### src/rtl/vc_fifo_bank.sv
`default_nettype none
// ============================================================================
// Module   : vc_fifo_bank
// Purpose  : NUM_VC independent virtual-channel FIFOs sharing one write port,
//            each with its own read strobe, occupancy count, programmable
//            almost-full/almost-empty thresholds and sticky error flag.
// Revision : 1.0 - initial release
// ============================================================================
module vc_fifo_bank #(
  parameter int BW     = 6,
  parameter int PTR_W  = 4,
  parameter int NUM_VC = 2,
  parameter int VC_W   = 1
) (
  input  logic                        clk,
  input  logic                        reset,
  input  logic                        wr_valid,
  input  logic [VC_W-1:0]             wr_vc,
  input  logic [BW-1:0]               wr_data,
  input  logic [NUM_VC-1:0]           rd,
  input  logic                        err_clr,
  input  logic [NUM_VC*(PTR_W+1)-1:0] umbral_low,
  input  logic [NUM_VC*(PTR_W+1)-1:0] umbral_high,
  output logic [NUM_VC*BW-1:0]        data_out,
  output logic [NUM_VC-1:0]           data_valid,
  output logic [NUM_VC*(PTR_W+1)-1:0] count,
  output logic [NUM_VC-1:0]           full,
  output logic [NUM_VC-1:0]           empty,
  output logic [NUM_VC-1:0]           almost_full,
  output logic [NUM_VC-1:0]           almost_empty,
  output logic [NUM_VC-1:0]           error
);

  localparam int CW    = PTR_W + 1;
  localparam int DEPTH = 2 ** PTR_W;

  // Occupancy value meaning "every entry used"
  localparam logic [CW-1:0] c_full_cnt = {1'b1, {PTR_W{1'b0}}};

  // One FIFO per channel. The EMPTY/PARTIAL/FULL channel state is fully
  // captured by the registered count, so the flags double as the state.
  for (genvar i = 0; i < NUM_VC; i++) begin : g_vc
    logic [BW-1:0]    mem [DEPTH];
    logic [PTR_W-1:0] wptr_q, wptr_d;
    logic [PTR_W-1:0] rptr_q, rptr_d;
    logic [CW-1:0]    count_q, count_d;
    logic [BW-1:0]    dout_q, dout_d;
    logic             dvalid_q, dvalid_d;
    logic             error_q, error_d;
    logic             wr_hit, is_full, is_empty;
    logic             wr_ok, rd_ok, err_set;

    // Accept/reject decisions and next-state values for this channel
    always_comb begin
      is_full  = (count_q == c_full_cnt);
      is_empty = (count_q == '0);
      // Out-of-range wr_vc never matches any channel, so it is dropped
      wr_hit   = wr_valid && (wr_vc == VC_W'(i));
      // A same-cycle read frees a slot, so a full channel can still take data
      wr_ok    = wr_hit && (!is_full || rd[i]);
      rd_ok    = rd[i] && !is_empty;
      err_set  = (wr_hit && is_full && !rd[i]) || (rd[i] && is_empty);

      wptr_d   = wr_ok ? wptr_q + 1'b1 : wptr_q;
      rptr_d   = rd_ok ? rptr_q + 1'b1 : rptr_q;
      dout_d   = rd_ok ? mem[rptr_q] : dout_q;
      dvalid_d = rd_ok;

      count_d  = count_q;
      if (wr_ok && !rd_ok)      count_d = count_q + 1'b1;
      else if (rd_ok && !wr_ok) count_d = count_q - 1'b1;

      // A fresh error outranks a simultaneous clear
      error_d  = error_q;
      if (err_set)      error_d = 1'b1;
      else if (err_clr) error_d = 1'b0;
    end

    // Control and output registers; reset empties the channel logically
    always_ff @(posedge clk or posedge reset) begin
      if (reset) begin
        wptr_q   <= '0;
        rptr_q   <= '0;
        count_q  <= '0;
        dout_q   <= '0;
        dvalid_q <= 1'b0;
        error_q  <= 1'b0;
      end else begin
        wptr_q   <= wptr_d;
        rptr_q   <= rptr_d;
        count_q  <= count_d;
        dout_q   <= dout_d;
        dvalid_q <= dvalid_d;
        error_q  <= error_d;
      end
    end

    // Storage array; contents are don't-care while count says empty
    always_ff @(posedge clk) begin
      if (wr_ok) mem[wptr_q] <= wr_data;
    end

    assign data_out[i*BW +: BW] = dout_q;
    assign data_valid[i]        = dvalid_q;
    assign count[i*CW +: CW]    = count_q;
    assign error[i]             = error_q;
    assign full[i]              = is_full;
    assign empty[i]             = is_empty;
    assign almost_full[i]       = (count_q >= umbral_high[i*CW +: CW]);
    assign almost_empty[i]      = (count_q <= umbral_low[i*CW +: CW]);
  end : g_vc

endmodule
`default_nettype wire

### config.mk
export PLATFORM = sky130hd
export DESIGN_NAME = vc_fifo_bank
export DESIGN_NICKNAME = d
export VERILOG_FILES = /design/src/rtl/vc_fifo_bank.sv
export SDC_FILE = /design/constraint.sdc
export NUM_CORES = 1
export LEC_CHECK = 0
export CORE_UTILIZATION = 50
export DETAILED_ROUTE_END_ITERATION = 6
export PLACE_DENSITY = 0.72
export SETUP_SLACK_MARGIN = 0.2
export SYNTH_ARGS = -nofsm -noshare
export SYNTH_HDL_FRONTEND = slang
export SYNTH_SLANG_ARGS = --single-unit
### constraint.sdc
create_clock -name clk -period 6.78 [get_ports clk]
set_clock_uncertainty 0.2 [all_clocks]
set_input_delay 2.034 -clock clk [delete_from_list [all_inputs] [get_ports clk]]
set_output_delay 2.034 -clock clk [all_outputs]
set_load 0.03 [all_outputs]
Yosys cells after proc, flatten, opt, wreduce, memory -nomap -nowiden
Memories as Yosys holds them, arrays and structs flattened. A register that Yosys moved wholly into a read port is not among the register bits.
Index checks and enable logic that the tools add are counted.
{ "op_classes": {"mux": 11, "add_sub_neg": 8, "reduce_logical": 36, "magnitude_cmp": 4, "bitwise_logic": 1, "n_eq_ne": 2} }
{ "ops": {"columns": ["cell", "n"], "rows": [
  ["2-to-1 mux 5 bit", 4],
  ["adder 4 x 1 -> 4 bit, second input constant", 4],
  ["logical AND 1 bit", 16],
  ["adder 5 x 1 -> 5 bit, second input constant", 2],
  ["== test 5 bit, second input constant", 2],
  ["greater-or-equal comparator 5 bit", 2],
  ["<= comparator 5 bit", 2],
  ["zero test 1 bit", 10],
  ["zero test 5 bit", 2],
  ["subtractor 5 x 1 -> 5 bit, second input constant", 2],
  ["nonzero test 2 bit", 4],
  ["2-to-1 mux 1 bit", 7],
  ["logical OR 1 bit", 4],
  ["NOT 1 bit", 1]
]} }
{ "totals": {"memories": 2, "register_bits": 30, "elab_cells": 74, "input_bits": 33, "out_inout_bits": 34, "ram_bits": 192} }
{ "mem_list": {"columns": ["memory", "depth", "width", "rd", "rd_clocked_by_memory_dff", "wr", "line", "text"], "rows": [
  ["g_vc[0].mem", 16, 6, 1, 1, 1, "43", "logic [BW-1:0] mem [DEPTH];"],
  ["g_vc[1].mem", 16, 6, 1, 1, 1, "43", null]
]} }

Logic depth before layout (Yosys ltp)
Gate-level depths: netlist (run 1).
{ "logic_depth": {"depth_word": 8, "ltp_mapped": 11, "ltp_nobuf": 11} }

Worst setup path after synthesis (run 1)
Ideal clock, no wire load.
{ "synth_timing": {"path_type": "input port to output port", "from": "in umbral_low[1]", "to": "out almost_empty[0]", "t_arrival_ps": 3429, "setup_slack_ps": 1117, "path_stages": 7, "t_required_ps": 4546, "n_path_buf": 0, "path_cell_list": "inv_1 > ha_1 > nor2b_1 > o21a_1 > o21a_1 > o21a_1 > o22ai_1"} }
{ "synth_between": {"elab_chain_len": 1} }
{ "synth_rtl": {"columns": ["item", "line", "text"], "rows": [
  ["start: declaration", "22", "input logic [NUM_VC*(PTR_W+1)-1:0] umbral_low,"],
  ["<= comparator 5 bit", "110", "assign almost_empty[i] = (count_q <= umbral_low[i*CW +: CW]);"],
  ["end: declaration", "30", "output logic [NUM_VC-1:0] almost_empty,"]
]} }
Every way passes these cells.

Final worst setup path (run 1)
{ "layout_timing": {"from": "in umbral_high[5]", "to": "out almost_full[1]"} }
{ "layout_between": {"elab_chain_len": 1} }
{ "layout_rtl": {"columns": ["item", "line", "text"], "rows": [
  ["start: declaration", "23", "input logic [NUM_VC*(PTR_W+1)-1:0] umbral_high,"],
  ["greater-or-equal comparator 5 bit", "109", "assign almost_full[i] = (count_q >= umbral_high[i*CW +: CW]);"],
  ["end: declaration", "29", "output logic [NUM_VC-1:0] almost_full,"]
]} }
Every way passes these cells.

==> results of run 1 <==
critical path, cell delays in order:
cell and delay, ns:
clkdlybuf4s50_1 0.41, ha_1 0.28, nand2b_1 0.15, a21oi_1 0.18
nor2b_1 0.06, o21ai_0 0.16, a21oi_1 0.09, clkdlybuf4s50_1 0.60
layout make-up:
| cell class | count | area (um2) | area share (%) |
|---|---|---|---|
| repair buffers | 68 | 681 | 5.82 |
| inverters | 41 | 159 | 1.36 |
| multi-input cells | 288 | 2970 | 25.4 |
| flip-flops and latches | 234 | 6820 | 58.3 |
| clock inverters | 5 | 47.5 | 0.407 |
| well taps | 265 | 332 | 2.84 |
| clock buffers | 39 | 688 | 5.89 |
cells by family (layout without fill, tap and decap cells):
kind of cell	count (synthesis)	in the layout	share of synthesized area (%)
buffers and inverters	73	153	3.45
AO/OA/AOI/OAI	47	47	3.38
flip-flops	234	234	67.3
AND/OR/NAND/NOR	106	106	5.72
XOR/XNOR	20	20	1.73
multiplexers	75	75	13.4
adder cells (fa/ha/maj)	40	40	5.09
per-layer routing:
layer / up-vias / wire length [um] / global-route usage, %
met1: 2594 / 7840 / 25.3
li1: 2375 / - / -
met5: - / 0 / 0
met4: 0 / 312 / 5.21
met3: 27 / 1260 / 2.88
met2: 148 / 9670 / 33.8
cell usage after synthesis, types with 3 or more instances:
library cell    n
mux2i_1        25
buf_4          12
o221ai_1       12
inv_1          39
a21oi_1         9
nand3_1         4
ha_1           38
edfxtp_1      192
dfrtp_1        42
o22ai_1         4
o21a_1          6
nand2b_1        3
nor2b_1         4
nor2_1         17
clkbuf_1       10
xnor2_1        18
mux4_2         48
o21ai_0         8
nor3_1          9
nand2_1        37
and2_1         16
buf_2           8
power by group:
group / switching, mW / leakage [nW] / internal (mW)
combinational: 0.787 / 1.57 / 0.771
clock: 0.503 / 0.356 / 0.729
sequential: 0.262 / 2.24 / 1.74
total: 1.55 / 4.16 / 3.24
per-stage QoR:
stage	hold WS [ns]	instances	util (%)	instance area (um2)
after global routing	0.316	940	59.5	11700
after detailed placement	0.280	896	55.7	10900
after floorplan	0.306	595	-	10100
after CTS	0.299	940	59.5	11700
final	0.297	940	59.5	11700
after global placement	0.273	896	55.7	10900
path summary, 6_finish.rpt:
path                            depth (start not counted)               start            endpoint
worst max-delay path                                    8      umbral_high[5]      almost_full[1]
worst min-delay path                                    2   g_vc[0].dout_q[5]   g_vc[0].dout_q[5]
worst max register to register                         10  g_vc[0].count_q[0]  g_vc[0].count_q[4]
worst min register to register                          2   g_vc[0].dout_q[5]   g_vc[0].dout_q[5]
max in group asynchronous                               2               reset   g_vc[1].dout_q[1]
min in group asynchronous                               2               reset     g_vc[1].error_q
sequential cells by signal, indices dropped and copies added (netlist names):
register	count
g_vc.mem	192
g_vc.wptr_q	8
g_vc.rptr_q	8
g_vc.count_q	10
g_vc.dout_q	12
g_vc.error_q	2
g_vc.dvalid_q	2
==> metrics.md, run 1 <==
| Metric | Value |
|---|---|
| Status | `complete, no violations` |
| Post-DR vias/cell | `5.47` |
| Synth warn | `0` |
| Die extent in y | `144 um` |
| Area growth, synth to finish | `15.4%` |
| CTS max path bufs | `3` |
| Post-cts resize count | `0` |
| Placement Setup Slack | `0.241 ns` |
| Slew Viols, Final | `0` |
| Antenna cells | `0` |
| Fmax | `161 MHz` |
| Drc violations | `0` |
| Row count | `51` |
| Worst EP required | `4.55 ns` |
| Drt first pass iters | `5` |
| Clock Pin Slew Worst Setup and Hold Paths | `0.06 ns` |
| Initial Utilization | `51.6%` |
| Post-synth top flop | `edfxtp_1` |
| Initial antenna violation count | `0` |
| Synth area leaders | `edfxtp_1 (57%), mux4_2 (11%), dfrtp_1 (10%)` |
| Number of fill cells | `1451` |
| Setup Buffers After CTS | `0` |
| Gpl congestion | `0.703` |
| Synth Area per Inst | `17.0 um2` |
| Startpoint types | `input port` |
| Tcrit/Tclk final | `91.5%` |
| CTS sink cnt | `234` |
| Post-synth top area cell | `edfxtp_1` |
| Final Total Pwr | `4.79 mW` |
| Max Cap Violations | `0` |
| Setup Viol. Count Final | `0` |
| Final nets | `730` |
| Post-Syn Area | `10100 um2` |
| Slew headroom | `17.1%` |
| Clk_lat worst skew | `0.50 ns` |
| Fin worst setup slack | `0.573 ns` |
| RSZ-0062 raised after global routing | `no` |
| Wirelength per Cell | `20.3 um` |
| Port buffer count | `66` |
| Seq cells post-synth | `234` |
| Core outline area | `19700 um2` |
| Total number of H-tree levels | `1` |
| Clock root buffer | `clkbuf_16` |
| Total GRT Usage | `19.3%` |
| CP endpoint kind | `output pin` |
| Die ar. | `20800 um2` |
| CTS tree | `yes` |
| Synth top area share | `56.9%` |
| Mapped Cells | `595` |
| Crit-path max FO | `1` |
| DP HPWL | `12300 um` |
| Asr flop ratio synth | `17.9%` |
| Tmin final | `6.21 ns` |
| Leak pwr | `4.16 nW` |
| Vias | `5144` |
| Pwr/cell area | `410 nW/um2` |
| Vias in the first global route | `5355` |
| Hold_buf cts | `0` |
| Most frequent cells in the layout | `edfxtp_1 (192), clkdlybuf4s50_1 (64), mux4_2 (48)` |
| Most common cell after layout, fill and taps aside | `edfxtp_1` |
| Sequential cell area fraction in the yosys report | `67.3%` |
| Setup slack of the most critical reg-to-reg path | `3.33 ns` |
| DIE WIDTH | `144 um` |
| Post-synth EDFFs | `192` |
| Grt total ovfl | `0` |
| Starting DRT DRC Count | `342` |
| Worst setup path class | `in -> out` |
| Num CTS Buffers | `24` |
| Final WL | `19100 um` |
| Layout cell share with drive strength beyond 1 | `15.4%` |
| Global-route wire length before repair | `30000 um` |
| Synth unique cells | `39` |
| Syn_nets | `668` |
| Arr. time, crit path | `3.97 ns` |
| Top-Level Pins | `67` |
| Worst-Margin Slew | `1.24 ns` |
| Largest net degree at the start of global routing | `43` |
| ANT nets after route | `0` |
| HP Class | `reg -> reg` |
| Sum of negative setup slack | `0 ns` |
| Final hold vios | `0` |
| Worst VDD drop | `0.163 mV` |
No activity file was read; power rests on OpenSTA's default activity.
==> run 2, diff against run 1 <==
--- a/config.mk
+++ b/config.mk
@@ -5,6 +5,7 @@
 export SDC_FILE = /design/constraint.sdc
 export NUM_CORES = 1
 export LEC_CHECK = 0
+export CAP_MARGIN = 5
 export CORE_UTILIZATION = 50
 export DETAILED_ROUTE_END_ITERATION = 6
 export PLACE_DENSITY = 0.72
==> constraint.sdc (replaced) <==
create_clock -name clk -period 6.81 [get_ports clk]
set_clock_uncertainty 0.2 [all_clocks]
set_input_delay 2.043 -clock clk [delete_from_list [all_inputs] [get_ports clk]]
set_output_delay 2.043 -clock clk [all_outputs]
set_load 0.03 [all_outputs]
==> metrics.md, run 2 (synthesis gave the netlist of run 1 again) <==
| Metric | Value |
|---|---|
| Status | `complete, no violations` |
| Starting DRT DRC Count | `372` |
| Core outline area | `19700 um2` |
| Number of fill cells | `1440` |
| Leak pwr | `4.20 nW` |
| Total GRT Usage | `19.7%` |
| Initial Utilization | `51.6%` |
| CP endpoint kind | `output pin` |
| Final nets | `729` |
| Setup Buffers After CTS | `0` |
| Slew Viols, Final | `0` |
| Slew headroom | `18.5%` |
| Clk_lat worst skew | `0.50 ns` |
| Tmin final | `6.19 ns` |
| Dpl cell area | `10900 um2` |
| Row count | `51` |
| CTS max path bufs | `3` |
| DIE WIDTH | `144 um` |
| Worst-Margin Slew | `1.22 ns` |
| Vias | `5166` |
| Launch point of the critical path | `umbral_high[5]` |
| Gpl congestion | `0.703` |
| Most frequent cells in the layout | `edfxtp_1 (192), clkdlybuf4s50_1 (64), mux4_2 (48)` |
| Startpoint types | `input port` |
| Hold_buf cts | `0` |
| Global-route wire length before repair | `30600 um` |
| Worst setup path class | `in -> out` |
| Drt first pass iters | `4` |
| Tcrit/Tclk final | `91.0%` |
| Max reg flops | `192` |
| Worst VDD drop | `0.162 mV` |
| Final WL | `19300 um` |
| Worst r2r src | `g_vc[0].count_q[0]` |
| Post-DR vias/cell | `5.51` |
| Die ar. | `20800 um2` |
| Crit-path max FO | `1` |
| Hold Crit Start | `g_vc[0].dout_q[5]` |
| Top-Level Pins | `67` |
| Fmax | `161 MHz` |
| Vias in the first global route | `5445` |
| Design Area, Final | `11800 um2` |
| Setup Viol. Count Final | `0` |
| DP HPWL | `12300 um` |
| Sum of negative setup slack | `0 ns` |
| Grt total ovfl | `0` |
| RSZ-0062 raised after global routing | `no` |
| Finished Core Util | `59.8%` |
| Biggest regs | `g_vc.mem x192, g_vc.dout_q x12, g_vc.count_q x10` |
| Most common cell after layout, fill and taps aside | `edfxtp_1` |
| Largest net degree at the start of global routing | `43` |
| Max Cap Violations | `0` |
| Num CTS Buffers | `23` |
| Pwr/cell area | `415 nW/um2` |
| CTS sink cnt | `234` |
| Reg with most FFs | `g_vc.mem` |
| Total number of H-tree levels | `1` |
| Port buffer count | `66` |
| Drc violations | `0` |
| Die extent in y | `144 um` |
| Final hold vios | `0` |
| CTS tree | `yes` |
| HP Class | `reg -> reg` |
| Area growth, synth to finish | `16.1%` |
| Placement Setup Slack | `0.266 ns` |
| Worst EP required | `4.57 ns` |
| Wirelength per Cell | `20.6 um` |
| Clock root buffer | `clkbuf_16` |
| Layout cell share with drive strength beyond 1 | `16.4%` |
| Clock Pin Slew Worst Setup and Hold Paths | `0.07 ns` |
| Arr. time, crit path | `3.95 ns` |
| Fin worst setup slack | `0.615 ns` |
| Antenna cells | `0` |
| Initial antenna violation count | `0` |
| ANT nets after route | `0` |
run 2: changes by cell type in the layout (fill, tap and decap cells not counted), sizes merged:
cell	delta
bufinv	+3
clkbuf	-7
clkinv	+1
run 2: final cells by class:
class                      instances  area, um2  share of cell area, %
clock buffer                      32        659                   5.61
clock inverter                     9        146                   1.24
timing repair buffer              68        681                   5.79
tap                              265        332                   2.82
sequential                       234       6820                   58.0
inverter                          41        159                   1.35
multi-input combinational        288       2970                   25.2
run 2: critical path, cell delays in order:
cell and delay, ns:
clkdlybuf4s50_1 0.41, ha_1 0.28, nand2b_1 0.15, a21oi_1 0.16, nor2b_1 0.06, o21ai_0 0.15
a21oi_1 0.09, clkdlybuf4s50_1 0.60
run 2: power by group:
| part | internal [mW] | total (mW) | switching [mW] |
|---|---|---|---|
| Clock | 0.826 | 1.34 | 0.509 |
| Combinational | 0.769 | 1.56 | 0.787 |
| Sequential | 1.73 | 1.99 | 0.263 |
run 2: repair_timing:
item / CTS / global route
endpoints found under the setup margin: 0 / 2
endpoints found under the hold margin: 0 / 0
gates resized for setup: 0 / 2
run 2: path summary, 6_finish.rpt:
kind / slack [ns] / depth (start not counted) / endpoint
setup / recovery: 0.62 / 8 / almost_full[1]
hold / removal: 0.30 / 2 / g_vc[0].dout_q[5]
setup reg to reg: 3.35 / 10 / g_vc[0].count_q[4]
hold reg to reg: 0.30 / 2 / g_vc[0].dout_q[5]
max in group asynchronous: 3.87 / 2 / g_vc[1].wptr_q[2]
min in group asynchronous: 1.92 / 2 / g_vc[0].dout_q[1]
run 2: metrics by stage:
step | hold WS [ns] | std cells | power [mW]
2_1_floorplan | 0.306 | 595 | 3.11
3_3_place_gp | 0.273 | 896 | 3.53
3_5_place_dp | 0.283 | 896 | 3.60
4_1_cts | 0.298 | 937 | 4.94
5_1_grt | 0.313 | 937 | 5.14
6_report | 0.298 | 937 | 4.88
run 2: routing by layer:
layer  vias up  GRT usage [%]  wire, um
met5         -              0         0
met4         0           5.32       315
met3        29           2.75      1050
met2       143           34.8      9880
met1      2620           25.7      8040
li1       2374              -         -
